===== src/rtl/redmule_castin_unpacker.sv =====
// Holds one packed streamer beat and replays it as RATIO zero-extended sub-beats for the cast stage,
// or forwards it unchanged when cast is off. Optional stall counter: REDMULE_UNPACK_STALL_CNT_EN.
module redmule_castin_unpacker #(
  parameter int unsigned DATA_W = 256,
  parameter int unsigned ELEM_W = 8,
  parameter int unsigned DST_W  = 16
) (
  input  logic              clk_i,
  input  logic              rst_ni,
  input  logic              clear_i,
  input  logic              cast_i,
  input  logic              in_valid_i,
  output logic              in_ready_o,
  input  logic [DATA_W-1:0] in_data_i,
  input  logic              in_last_i,
  output logic              out_valid_o,
  input  logic              out_ready_i,
  output logic [DATA_W-1:0] out_data_o,
  output logic              out_last_o,
  output logic              busy_o
`ifdef REDMULE_UNPACK_STALL_CNT_EN
  ,
  output logic [31:0]       stall_cnt_o
`endif
);

  localparam int unsigned RATIO = DST_W / ELEM_W;
  localparam int unsigned SUB_W = DATA_W / RATIO;
  localparam int unsigned CNT_W = (RATIO > 1) ? $clog2(RATIO) : 1;
  localparam logic [CNT_W-1:0] CNT_LAST = CNT_W'(RATIO - 1);

  typedef enum logic {
    EMPTY = 1'b0,
    HOLD  = 1'b1
  } state_e;

  state_e            state_q, state_d;
  logic [DATA_W-1:0] data_q, data_d;
  logic              cast_q, cast_d;
  logic              last_q, last_d;
  logic [CNT_W-1:0]  cnt_q, cnt_d;

  logic              held_s;
  logic              final_sub_s;
  logic              accept_s;
  logic              out_hs_s;
  logic [SUB_W-1:0]  payload_s;

  assign held_s      = (state_q == HOLD);
  assign final_sub_s = !cast_q || (cnt_q == CNT_LAST);
  // The held beat can be replaced in the same cycle its last sub-beat leaves: no bubble.
  assign in_ready_o  = !held_s || (out_ready_i && final_sub_s);
  assign accept_s    = in_valid_i && in_ready_o;
  assign out_hs_s    = held_s && out_ready_i;

  // Next-state logic; clear beats a simultaneous accept, accept beats the final handshake.
  always_comb begin
    state_d = state_q;
    data_d  = data_q;
    cast_d  = cast_q;
    last_d  = last_q;
    cnt_d   = cnt_q;
    if (clear_i) begin
      state_d = EMPTY;
      data_d  = '0;
      cast_d  = 1'b0;
      last_d  = 1'b0;
      cnt_d   = '0;
    end else if (accept_s) begin
      state_d = HOLD;
      data_d  = in_data_i;
      cast_d  = cast_i;
      last_d  = in_last_i;
      cnt_d   = '0;
    end else if (out_hs_s) begin
      if (final_sub_s) begin
        state_d = EMPTY;
        cnt_d   = '0;
      end else begin
        state_d = HOLD;
        cnt_d   = cnt_q + CNT_W'(1);
      end
    end else begin
      state_d = state_q;
    end
  end

  // State registers.
  always_ff @(posedge clk_i or negedge rst_ni) begin
    if (!rst_ni) begin
      state_q <= EMPTY;
      data_q  <= '0;
      cast_q  <= 1'b0;
      last_q  <= 1'b0;
      cnt_q   <= '0;
    end else begin
      state_q <= state_d;
      data_q  <= data_d;
      cast_q  <= cast_d;
      last_q  <= last_d;
      cnt_q   <= cnt_d;
    end
  end

  // Sub-beat slice selection, lowest slice first.
  always_comb begin
    payload_s = '0;
    for (int unsigned i = 0; i < RATIO; i++) begin
      if (cnt_q == CNT_W'(i)) begin
        payload_s = data_q[i*SUB_W +: SUB_W];
      end else begin
        payload_s = payload_s;
      end
    end
  end

  // Output data: zero-extended slice when casting, full beat otherwise.
  always_comb begin
    out_data_o = '0;
    if (cast_q) begin
      out_data_o[SUB_W-1:0] = payload_s;
    end else begin
      out_data_o = data_q;
    end
  end

  assign out_valid_o = held_s;
  assign busy_o      = held_s;
  assign out_last_o  = held_s && last_q && final_sub_s;

`ifdef REDMULE_UNPACK_STALL_CNT_EN
  logic [31:0] stall_cnt_q, stall_cnt_d;

  // Saturating count of back-pressured output cycles.
  always_comb begin
    stall_cnt_d = stall_cnt_q;
    if (clear_i) begin
      stall_cnt_d = 32'd0;
    end else if (held_s && !out_ready_i && (stall_cnt_q != 32'hFFFF_FFFF)) begin
      stall_cnt_d = stall_cnt_q + 32'd1;
    end else begin
      stall_cnt_d = stall_cnt_q;
    end
  end

  // Stall counter register.
  always_ff @(posedge clk_i or negedge rst_ni) begin
    if (!rst_ni) begin
      stall_cnt_q <= 32'd0;
    end else begin
      stall_cnt_q <= stall_cnt_d;
    end
  end

  assign stall_cnt_o = stall_cnt_q;
`endif

endmodule

===== config.mk =====
export PLATFORM = sky130hd
export DESIGN_NAME = redmule_castin_unpacker
export DESIGN_NICKNAME = d
export VERILOG_FILES = /design/src/rtl/redmule_castin_unpacker.sv
export SDC_FILE = /design/constraint.sdc
export NUM_CORES = 1
export LEC_CHECK = 0
export BUFFER_PORTS_ARGS = -buffer_cell sky130_fd_sc_hd__buf_2
export CORE_AREA = 2 2 201 203
export CTS_BUF_LIST = sky130_fd_sc_hd__clkbuf_4 sky130_fd_sc_hd__clkbuf_8
export CTS_CLUSTER_DIAMETER = 80
export CTS_CLUSTER_SIZE = 25
export DETAILED_ROUTE_END_ITERATION = 10
export DIE_AREA = 0 0 203 205
export PLACE_DENSITY = 0.51
export SLEW_MARGIN = 5
export SYNTH_ARGS = -nofsm -noshare
export SYNTH_HDL_FRONTEND = slang
export SYNTH_SLANG_ARGS = --single-unit

===== constraint.sdc =====
create_clock -name clk_i -period 2 [get_ports clk_i]
set_clock_uncertainty 0.15 [all_clocks]
set_input_delay 0.2 -clock clk_i [delete_from_list [all_inputs] [get_ports clk_i]]
set_output_delay 0.2 -clock clk_i [all_outputs]
set_load 0.05 [all_outputs]

==> flow_summary.yaml <==
run_status:
  status: "finished with violations"
  violations: "setup timing"
place:
  dpl_worst_slack_ns: 0.05041
  detailedPlacementHpwl_mm: 30.82
  place_inst: 1900
  routabilityCongestion: 0.8430
  port-buffer-count: 522
  post_dp_cell_area_um2: 15650
setup_path:
  crit_path_end_kind: "output pin"
  worstSetupPathType: "flip-flop to output pin"
  cp_data_required_time_ns: 1.65
  max_stage_delay_ns: 0.53
  worst_setup_start_kind: "flip-flop"
  critical_path.n_buffers_inverters: 4
  timing.critical_path.depth: 5
  cp_cell_sequence: "buf_4 -> buf_12 -> buf_16 -> nor2b_1 -> buf_6"
  r2r_worst_path_depth: 9
  critical-path-top-delay-family: "buffers and inverters"
  critical_path_arrival_ns: 2.05
  crit_slowest_cell: "dfrtp_4"
  worst-path-max-fanout: 32
route:
  post_detailed_route_wirelength_per_cell_um: 24.80
  firstDrtPassIters: 6
  drt_iter0_drc: 836
  total_wire_length_after_detailed_routing_mm: 55.58
  drc: 0
  postRouteAntennaNets: 0
  vias_per_cell: 5.480
  vias: 12280
grt:
  pin_count_of_the_biggest_net_entering_global_routing: 106
  first_global_vias: 12388
  first_pass_grt_wire_length_mm: 73.76
  global_route.overflow_total: 0
  grt_antenna_before_repair: 1
  globalRouteTotalUtil: 0.2256
synth:
  synth.net_count: 1164
  synthesis.area_per_instance_um2: 13.21
  synthesized_flop_and_latch_total: 260
  ys.warnings.count: 0
  synthesis.area_um2: 11900
  synth.yosys.seq_area_share: 0.5467
  syn_inst: 901
  yosys.cell_types.count: 17
timing:
  max_slew.worst_pin.slew_ns: 0.5819
  fin_crit_ns: 2.403
  max_clock_freq_mhz: 416.2
  fin_crit_sh: 1.201
  post-route-worst-setup-slack_ns: -0.4029
  final_max_slew_viol_count: 0
  hold_viol_final: 0
  grt_setup_unrepaired: "yes"
  setup_viol: 402
  whs_ns: 0.2531
  relative_slew_slack: 0.6121
run:
  cap_violations: 0
clock_network:
  clock_sinks: 260
  cts_root_buf: "clkbuf_8"
  number_of_buffers_created_by_cts: 16
  deepest_clock_path_buffer_count: 3
  clk_pin_slew_worst_paths_ns: 0.16
  cts_tree: "done"
  cts_max_level: 1
  clock_insertion_delay_worst_skew_ns: 0.56
final_layout:
  drive_gt1_frac: 0.5257
  flow.area_growth_from_synthesis_pct: 91.18
  nNetsFinal: 1970
  postLayoutCellArea_um2: 22750
  layoutNonFillerInstCount: 2241
  layout.core_utilization: 0.5779
floorplanning:
  initial_core_util: 0.3023
  die_height_um: 205
  fp.dieArea_um2: 41620
  num_io_pins: 523
  die_x_um: 203
  rows: 73
  placeableCoreArea_um2: 39370
power_and_ir_drop:
  power.density_nw_per_um2: 599.2
  power.ir.vdd_worst_uv: 553.9
  leakage_nw: 10.81
hold_path:
  worstHoldPathCells: 3
  worstHoldPathType: "input pin to flip-flop"
Yosys cell counts (all sizes together):
| cell type | count | area (um2) |
|---|---|---|
| clkbuf | 64 | 240.2 |
| nand2 | 2 | 7.510 |
| and3 | 1 | 6.260 |
| mux2 | 128 | 1441 |
| inv | 2 | 7.510 |
| nand2b | 1 | 6.260 |
| buf | 49 | 244.0 |
| nor2 | 1 | 3.750 |
| a311oi | 1 | 15.01 |
| nor2b | 131 | 819.5 |
| mux2i | 1 | 10.01 |
| o21ai | 1 | 5.000 |
| a21oi | 1 | 5.000 |
| a32o | 258 | 2582 |
| dfrtp | 260 | 6506 |
kinds of logic after synthesis:
group                  synth area share
AO/OA/AOI/OAI                    0.2191
buffers and inverters           0.04132
flip-flops                       0.5467
multiplexers                     0.1220
AND/OR/NAND/NOR                 0.07087
placed cells by master, fill, tap and decap left out, types with 2 or more instances in the layout:
| cell type | n |
|---|---|
| inv_1 | 2 |
| buf_16 | 12 |
| nor2b_2 | 58 |
| buf_6 | 120 |
| dlygate4sd3_1 | 264 |
| bufinv_16 | 3 |
| mux2_4 | 125 |
| mux2_2 | 3 |
| diode_2 | 2 |
| buf_12 | 34 |
| nor2b_1 | 27 |
| dfrtp_1 | 258 |
| buf_8 | 140 |
| clkbuf_16 | 16 |
| clkbuf_8 | 17 |
| clkinv_8 | 2 |
| buf_4 | 50 |
| nor2b_4 | 46 |
| a32o_1 | 258 |
| bufbuf_16 | 2 |
| buf_2 | 263 |
registers in the layout (all words and copies together), names as in the netlist:
| signal | cells |
|---|---|
| cnt_q | 1 |
| data_q | 256 |
| cast_q | 1 |
| busy_o | 1 |
| last_q | 1 |
report_power, final:
part | internal, mW | switching [mW]
Sequential | 5.57 | 0.273
Combinational | 2.16 | 2.48
Clock | 1.25 | 1.90
metal layers:
layer  wire length, um  part of all wire  GRT usage
met5                 0                 0          0
met3              3727             0.067    0.03627
met4              2252             0.041    0.08055
met2             27960              0.50     0.3902
met1             21640              0.39     0.2854
stage by stage:
step	total power, mW	setup TNS, ns
floorplan	7.841	0
global placement	8.989	0
detailed placement	8.995	0
CTS	13.10	-121.96
global route	14.13	-126.18
finish	13.63	-95.51
path summary, 6_finish.rpt:
kind	start	to	slack, ns
max in group asynchronous	rst_ni	data_q[209]$_DFFE_PN0P_	0.16
min in group asynchronous	rst_ni	data_q[206]$_DFFE_PN0P_	0.54
setup / recovery	cast_q$_DFFE_PN0P_	out_data_o[155]	-0.40
hold reg to reg	data_q[57]$_DFFE_PN0P_	data_q[57]$_DFFE_PN0P_	0.36
setup reg to reg	cnt_q$_DFFE_PN0P_	cast_q$_DFFE_PN0P_	-0.20
hold / removal	in_data_i[100]	data_q[100]$_DFFE_PN0P_	0.25
worst min-delay path: stages:
cell and delay [ns]:
dlygate4sd3_1 0.52, buf_2 0.10, a32o_1 0.14
layout make-up:
class / instances / area [um2]
fillers: 3026 / 16620
multi-input cells: 526 / 5916
well taps: 525 / 656.9
diodes: 2 / 5.005
clock inverters: 8 / 156.4
inverters: 2 / 7.507
repair buffers: 901 / 9264
clock buffers: 17 / 234.0
flip-flops and latches: 260 / 6511
what timing repair did:
| item | CTS | global route |
|---|---|---|
| resized for setup | 494 | 556 |
| pin swaps | 2 | 2 |
| endpoints found under the hold margin | 520 | 0 |
| setup buffers | 10 | 16 |
| endpoints found under the setup margin | 258 | 505 |
| cloned | 9 | 18 |
| hold buffers | 264 | 0 |
No activity file was read; power rests on OpenSTA's default activity.
